--- config.mk ---
export PLATFORM = sky130hd
export DESIGN_NAME = display_timing_gen
export DESIGN_NICKNAME = d
export VERILOG_FILES = /design/src/rtl/vga_timing_pkg.sv /design/src/rtl/sync_delay_line.sv /design/src/rtl/display_timing_gen.sv
export SDC_FILE = /design/constraint.sdc
export NUM_CORES = 1
export LEC_CHECK = 0
export ABC_AREA = 1
export BUFFER_PORTS_ARGS = -buffer_cell sky130_fd_sc_hd__buf_2
export CORE_MARGIN = 2
export CORE_UTILIZATION = 57
export CTS_CLUSTER_DIAMETER = 60
export DETAILED_ROUTE_END_ITERATION = 16
export GPL_TIMING_DRIVEN = 0
export HOLD_SLACK_MARGIN = 0.15
export PLACE_DENSITY = 0.78
export SETUP_SLACK_MARGIN = 0.02
export SLEW_MARGIN = 20
export SYNTH_ARGS = -nofsm -noshare
export SYNTH_HDL_FRONTEND = slang
export SYNTH_SLANG_ARGS = --single-unit
--- constraint.sdc ---
create_clock -name clk -period 3.2 [get_ports clk]
set_input_delay 0.8 -clock clk [delete_from_list [all_inputs] [get_ports clk]]
set_output_delay 0.8 -clock clk [all_outputs]
set_load 0.01 [all_outputs]
--- src/rtl/vga_timing_pkg.sv ---
// Shared VGA timing constants and pixel address field widths.
// Imported by the timing generator, scaler and colorizer.
package vga_timing_pkg;

   localparam int DEF_H_VIS  = 1024;
   localparam int DEF_H_FP   = 24;
   localparam int DEF_H_SYNC = 136;
   localparam int DEF_H_BP   = 160;
   localparam int DEF_V_VIS  = 768;
   localparam int DEF_V_FP   = 3;
   localparam int DEF_V_SYNC = 6;
   localparam int DEF_V_BP   = 29;

   localparam int COL_W  = 10;
   localparam int ROW_W  = 10;
   localparam int ADDR_W = COL_W + ROW_W;
   localparam int CNT_W  = 11;

   function automatic int span_total(
      input int vis,
      input int fp,
      input int sync,
      input int bp
   );
      return vis + fp + sync + bp;
   endfunction

   localparam int DEF_H_TOTAL =
      span_total(DEF_H_VIS, DEF_H_FP, DEF_H_SYNC, DEF_H_BP);
   localparam int DEF_V_TOTAL =
      span_total(DEF_V_VIS, DEF_V_FP, DEF_V_SYNC, DEF_V_BP);

   // Signals that travel down the sync delay line together.
   typedef struct packed {
      logic vis;
      logic hs;
      logic vs;
   } sync_t;

   // Blanked, both syncs inactive (high).
   localparam sync_t SYNC_IDLE = '{vis: 1'b0, hs: 1'b1, vs: 1'b1};

endpackage

--- src/rtl/sync_delay_line.sv ---
// WIDTH x DEPTH shift register with a loadable reset value.
// DEPTH=0 degenerates to a straight wire.
module sync_delay_line #(
   parameter int WIDTH = 1,
   parameter int DEPTH = 1
) (
   input  logic             clk,
   input  logic             rst_n,
   input  logic [WIDTH-1:0] rst_val,
   input  logic [WIDTH-1:0] din,
   output logic [WIDTH-1:0] dout
);

   generate
      if (DEPTH == 0) begin : g_pass
         logic unused;
         assign unused = ^{clk, rst_n, rst_val};
         assign dout   = din;
      end else begin : g_sr
         logic [WIDTH-1:0] stage [DEPTH];

         // Shift one stage per clock; reset fills every stage.
         always_ff @(posedge clk) begin
            if (!rst_n) begin
               for (int i = 0; i < DEPTH; i++) begin
                  stage[i] <= rst_val;
               end
            end else begin
               stage[0] <= din;
               for (int i = 1; i < DEPTH; i++) begin
                  stage[i] <= stage[i-1];
               end
            end
         end

         assign dout = stage[DEPTH-1];
      end
   endgenerate

endmodule

--- src/rtl/display_timing_gen.sv ---
// Free-running VGA timing generator (1024x768@60 by default).
// Syncs/video_on are delayed to match the colour pipeline.
import vga_timing_pkg::*;

module display_timing_gen #(
   parameter int H_VIS      = DEF_H_VIS,
   parameter int H_FP       = DEF_H_FP,
   parameter int H_SYNC     = DEF_H_SYNC,
   parameter int H_BP       = DEF_H_BP,
   parameter int V_VIS      = DEF_V_VIS,
   parameter int V_FP       = DEF_V_FP,
   parameter int V_SYNC     = DEF_V_SYNC,
   parameter int V_BP       = DEF_V_BP,
   parameter int SYNC_DELAY = 2
) (
   input  logic              clk,
   input  logic              rst_n,
   output logic [ADDR_W-1:0] pixel_addr,
   output logic              frame_start,
   output logic              video_on,
   output logic              horiz_sync,
   output logic              vert_sync
);

   localparam int H_TOTAL = span_total(H_VIS, H_FP, H_SYNC, H_BP);
   localparam int V_TOTAL = span_total(V_VIS, V_FP, V_SYNC, V_BP);

   localparam logic [CNT_W-1:0] H_LAST  = CNT_W'(H_TOTAL - 1);
   localparam logic [CNT_W-1:0] V_LAST  = CNT_W'(V_TOTAL - 1);
   localparam logic [CNT_W-1:0] H_VIS_C = CNT_W'(H_VIS);
   localparam logic [CNT_W-1:0] V_VIS_C = CNT_W'(V_VIS);
   localparam logic [CNT_W-1:0] HS_BEG  = CNT_W'(H_VIS + H_FP);
   localparam logic [CNT_W-1:0] HS_END  = CNT_W'(H_VIS + H_FP + H_SYNC - 1);
   localparam logic [CNT_W-1:0] VS_BEG  = CNT_W'(V_VIS + V_FP);
   localparam logic [CNT_W-1:0] VS_END  = CNT_W'(V_VIS + V_FP + V_SYNC - 1);

   logic [CNT_W-1:0] h_cnt;
   logic [CNT_W-1:0] v_cnt;
   logic             h_wrap;
   logic             vis_c;
   logic             hs_c;
   logic             vs_c;
   sync_t            s1;
   sync_t            dly;

   assign h_wrap = (h_cnt == H_LAST);

   // Raster counters: column every clock, row on column wrap.
   always_ff @(posedge clk) begin
      if (!rst_n) begin
         h_cnt <= '0;
         v_cnt <= '0;
      end else if (h_wrap) begin
         h_cnt <= '0;
         v_cnt <= (v_cnt == V_LAST) ? '0 : v_cnt + 1'b1;
      end else begin
         h_cnt <= h_cnt + 1'b1;
      end
   end

   assign vis_c = (h_cnt < H_VIS_C) && (v_cnt < V_VIS_C);
   assign hs_c  = !((h_cnt >= HS_BEG) && (h_cnt <= HS_END));
   assign vs_c  = !((v_cnt >= VS_BEG) && (v_cnt <= VS_END));

   // Stage 1: register address, frame marker and raw syncs.
   always_ff @(posedge clk) begin
      if (!rst_n) begin
         pixel_addr  <= '0;
         frame_start <= 1'b0;
         s1          <= SYNC_IDLE;
      end else begin
         pixel_addr  <= vis_c ? {h_cnt[COL_W-1:0], v_cnt[ROW_W-1:0]}
                              : '0;
         frame_start <= (h_cnt == '0) && (v_cnt == '0);
         s1          <= '{vis: vis_c, hs: hs_c, vs: vs_c};
      end
   end

   sync_delay_line #(
      .WIDTH ($bits(sync_t)),
      .DEPTH (SYNC_DELAY)
   ) u_dly (
      .clk     (clk),
      .rst_n   (rst_n),
      .rst_val (SYNC_IDLE),
      .din     (s1),
      .dout    (dly)
   );

   assign video_on   = dly.vis;
   assign horiz_sync = dly.hs;
   assign vert_sync  = dly.vs;

endmodule

==> impl_metrics.toml, run 1 <==
[status]
status = "finished, final reports clean"

[global_route]
grt_pass1_wl_um = 6490
antenna_found_initial = 0
grt_pass1_vias = 1497
grt_max_degree = 15
track_usage = 0.202
grt-ovfl-total = 0

[clock_tree]
htreeDepth = 2
cts_buffers = 5
clk_latency_ns = 0.30
clockBufferDepth = 2
cts_tree = "yes"
path_clk_slew_ns = 0.08
cts_setup_buffers = 0
clock-sinks = 52
cts-root-buf = "clkbuf_8"
ctsHoldBuffers = 0
cts.repair.resized = 0

[synthesis]
yosys.cell_count.top_type = "dfxtp_1"
yosysTopAreaCellShare = 0.493
synthArstFlopShare = 0
synth.largest_area_cell = "dfxtp_1"
ys_ff_latch = 52
ys_seq_area_frac = 0.493
syn_avg_cell_area_um2 = 8.15
ys.flop_type = "dfxtp_1"
synth_area_um2 = 2110
synth.top_cells.by_count = "dfxtp_1, nor2_1, nand2_1, inv_1, nand3_1"
synth_edf_count = 0
yosys_warnings = 0
synthTopCellsByArea = "dfxtp_1, nor2_1, nand2_1, inv_1, nand3_1"
ys_types = 29
syn_nets = 266
synthCells = 259

[cells_and_area]
drive_gt1_frac = 0.252
area_growth_pct = 12.2
n_antenna_cell = 0
post-route-util = 0.657
num-nets-final = 297

[sta]
rsz0062_at_grt = "false"
relSlewSlack = 0.784
period_needed_ns = 1.54
timing_hold_violations_final = 0
timing.final.max_slew_violations = 0
finalCritPeriodShare = 0.481
fin_setup_tns_ns = 0
max_freq_ghz = 0.650
fin_worst_skew_ns = 0.00448
final_critical_path_setup_slack_ns = 1.66
worstMarginPinSlew_ns = 0.322
setup-violations-final = 0

[place]
io_buffers = 24
place_ws_ns = 1.36
globalplace.congestion = 0.909
dp_hpwl_um = 2770

[power]
p_per_area_nw_per_um2 = 438
p_int_uw = 817
seqPwrFrac = 0.634
p_clk_frac = 0.329
ir_worst_vdd_mv = 0.320
combPwrFrac = 0.037
switching_share = 0.214
power.leakage_uw = 0.00109
power.switching_uw = 222

[floorplanning]
initial_utilization = 0.586
core_area_um2 = 3610
io_pins = 26
dieArea_um2 = 4210
rows = 22
fp.dieW_um = 64.9
fp.dieH_um = 64.9

[critical_path]
worst_setup_path_start_kind = "flip-flop"
critPathMaxFanout = 6
required_ns = 3.40
critical_path_arrival_ns = 1.74
endpoint_kind = "flip-flop"
path_class = "flip-flop to flip-flop"

[run]
maxCapViolCount = 0

[detailed_routing]
via_count = 1690
ant_nets = 0
drtIter0Drc = 134
routedWlPerCell_um = 11.0
routed_wl_um = 3710
viasPerCell = 5.00
drcViolationCount = 0
first_pass_iters = 4

[hold_path]
min_path_type = "flip-flop to flip-flop"
## layout by cell type, fill, tap and decap left out, drive strengths merged, types with 5 or more instances in the layout
cell type	instances
nor3	8
ha	5
dfxtp	52
buf	28
nand4	8
clkbuf	6
nor2	50
inv	38
nand3	17
nand2	46
o21ai	8
a21oi	9
xor2	5
## path summary, 6_finish.rpt
path,from,end,slack [ns],cells past startpoint
max,h_cnt[0],v_cnt[2],1.66,10
min,s1[1],u_dly.g_sr.stage[0][1],0.41,1
max reg2reg,h_cnt[0],v_cnt[2],1.66,10
min reg2reg,s1[1],u_dly.g_sr.stage[0][1],0.41,1
## cell type report
type / count / area [um^2]
clock inverter: 1 / 5.00
multi-input combinational: 165 / 906
timing repair buffer: 24 / 120
tap: 48 / 60.1
fill: 316 / 1240
clock buffer: 6 / 72.6
sequential: 52 / 1040
buffer: 4 / 22.5
inverter: 38 / 143
## state kept, by name, indices dropped and copies added (netlist names)
name,cells
pixel_addr,20
h_cnt,11
v_cnt,11
u_dly.g_sr.stage,6
s1,3
frame_start,1
## routing by layer
layer	vias up	wire length (um)	track usage
met1	768	1710	0.257
met4	0	61	0.0931
met3	5	218	0.0556
li1	877	-	-
met5	-	0	0
met2	40	1720	0.320
## through the flow
stage	hold WS [ns]	std cells	power (uW)	cell area, um^2
2_1_floorplan	0.390	259	701	2110
3_3_place_gp	0.393	331	712	2290
3_5_place_dp	0.398	331	713	2290
4_1_cts	0.414	338	1050	2370
5_1_grt	0.428	338	1080	2370
6_report	0.414	338	1040	2370
## power groups by stage
stage	clock, uW	sequential [uW]	combinational (uW)
after floorplan	0	675	25.8
after CTS	350	658	39.4
final	342	658	38.5
after detailed placement	0	674	39.2
after global routing	379	659	44.0
after global placement	0	673	38.8
## critical path, cell delays in order (launching register included)
cell and delay [ns]:
dfxtp_1 0.38, ha_1 0.20, nand2_2 0.10, nor2_4 0.13, nand2_4 0.10, inv_2 0.09
nand2_4 0.09, nand2_4 0.09, nand2_2 0.11, inv_2 0.11, nor2_2 0.04
## cells by family (layout without fill, tap and decap cells)
family                   after synthesis  in the layout  share of synthesized area
AND/OR/NAND/NOR                      135            135                      0.327
flip-flops                            52             52                      0.493
adder cells (fa/ha/maj)                5              5                     0.0296
buffers and inverters                 42             73                     0.0782
AO/OA/AOI/OAI                         20             20                     0.0515
XOR/XNOR                               5              5                     0.0207
Note: power is estimated with default switching activity, not from simulation.
==> inputs of run 2 (changes only) <==
Settings changed: CORE_UTILIZATION 57 to 51, PLACE_DENSITY 0.78 to 0.74.
Clock period 3.2 ns to 1.4 ns, I/O delays scaled along.
==> impl_metrics.toml, run 2 (synthesis results as in run 1) <==
[cells_and_area]
mostFrequentLayoutCells = "dfxtp_1, nor2_1, nand2_1, buf_2, inv_1"
finalInstanceArea_um2 = 2620
drive_gt1_frac = 0.358
fillerInstances = 337
reg_top3 = "pixel_addr x20, h_cnt x11, v_cnt x11"
num-nets-final = 308
largest-register = "pixel_addr"
fin_cells = 352
post-route-util = 0.655
area_growth_pct = 24.0
final_common_cell = "dfxtp_1"
largest_register_ffs = 20
n_antenna_cell = 0

[place]
place_ws_ns = -0.124
dp_hpwl_um = 2850
globalplace.congestion = 0.869
io_buffers = 24
dp_cells = 333
place_area_um2 = 2290

[floorplanning]
core_area_um2 = 4000
initial_utilization = 0.528
fp.dieH_um = 68.4
fp.dieW_um = 68.4
rows = 23
dieArea_um2 = 4670
io_pins = 26

[global_route]
track_usage = 0.199
antenna_found_initial = 0
grt_max_degree = 15
grt_pass1_vias = 1531
grt-ovfl-total = 0
grt_pass1_wl_um = 6790

[clock_tree]
clk_latency_ns = 0.31
clock-sinks = 52
clockBufferDepth = 2
cts_tree = "yes"
cts_buffers = 5
path_clk_slew_ns = 0.08
ctsHoldBuffers = 0
htreeDepth = 2
cts-root-buf = "clkbuf_8"

[critical_path]
path_class = "flip-flop to flip-flop"
required_ns = 1.60
endpoint_kind = "flip-flop"
critPathMaxFanout = 9
worst_setup_path_start_kind = "flip-flop"
critical_path_arrival_ns = 1.59

[sta]
finalCritPeriodShare = 0.994
rsz0062_at_grt = "true"
timing.final.max_slew_violations = 0
relSlewSlack = 0.801
timing_hold_violations_final = 0
final_critical_path_setup_slack_ns = 0.00823
max_freq_ghz = 0.719
worstMarginPinSlew_ns = 0.296
fin_setup_tns_ns = 0
setup-violations-final = 0
period_needed_ns = 1.39
fin_worst_skew_ns = 0.00794

[detailed_routing]
routed_wl_um = 4410
routedWlPerCell_um = 12.5
via_count = 1779
first_pass_iters = 4
drcViolationCount = 0
drtIter0Drc = 114
ant_nets = 0
viasPerCell = 5.05

[hold_path]
min_path_type = "primary input to flip-flop"

[power]
power.leakage_uw = 0.00116
ir_worst_vdd_mv = 0.603
p_per_area_nw_per_um2 = 951

[status]
status = "finished, final reports clean"

[run]
maxCapViolCount = 0
[run 2: cell type report]
type / count / area, um^2 / area share
inverter: 38 / 153 / 0.0583
multi-input combinational: 165 / 1030 / 0.392
sequential: 52 / 1050 / 0.403
timing repair buffer: 35 / 203 / 0.0774
tap: 50 / 62.6 / 0.0239
buffer: 4 / 30.0 / 0.0115
clock buffer: 8 / 90.1 / 0.0344
[run 2: worst paths after layout]
path / startpoint / endpoint / slack [ns] / cells past startpoint
setup reg to reg: h_cnt[0] / v_cnt[2] / 0.008 / 8
setup / recovery: h_cnt[0] / v_cnt[2] / 0.008 / 8
hold reg to reg: u_dly.g_sr.stage[0][1] / u_dly.g_sr.stage[0][4] / 0.41 / 1
hold / removal: rst_n / u_dly.g_sr.stage[0][2] / 0.39 / 3
[run 2: critical path, stage by stage (launching register included)]
cell	delay [ns]
dfxtp_2	0.36
ha_4	0.15
nand2_4	0.06
nor2_4	0.12
nand2_4	0.10
nor2_8	0.19
nand2_2	0.07
xor2_1	0.19
nor2_2	0.05
[run 2: repair_timing]
item                                    in CTS  in global routing
endpoints found under the setup margin      18                 20
pin swaps                                    4                 10
setup buffers                                4                  7
resized for setup                           16                 25
[run 2: per-stage QoR]
stage | power [uW] | hold WS (ns)
final | 2490 | 0.389
after global routing | 2580 | 0.398
after CTS | 2500 | 0.363
after detailed placement | 1630 | 0.399
after global placement | 1630 | 0.394
after floorplan | 1600 | 0.390
[run 2: per-layer routing]
metal  vias to the layer above  wire length [um]  global-route usage
met5                         -                 0                   0
met1                       823              1910               0.238
met3                        10               180              0.0444
li1                        903                 -                   -
met2                        43              2220               0.341
met4                         0                99              0.0825
[run 2: where the power goes]
group / internal [uW] / leakage (uW) / total [uW] / switching, uW
clock: 404 / 0.0000455 / 867 / 464
sequential: 1490 / 0.000425 / 1500 / 10.2
combinational: 47.8 / 0.000693 / 120 / 72.3
total: 1950 / 0.00116 / 2490 / 546
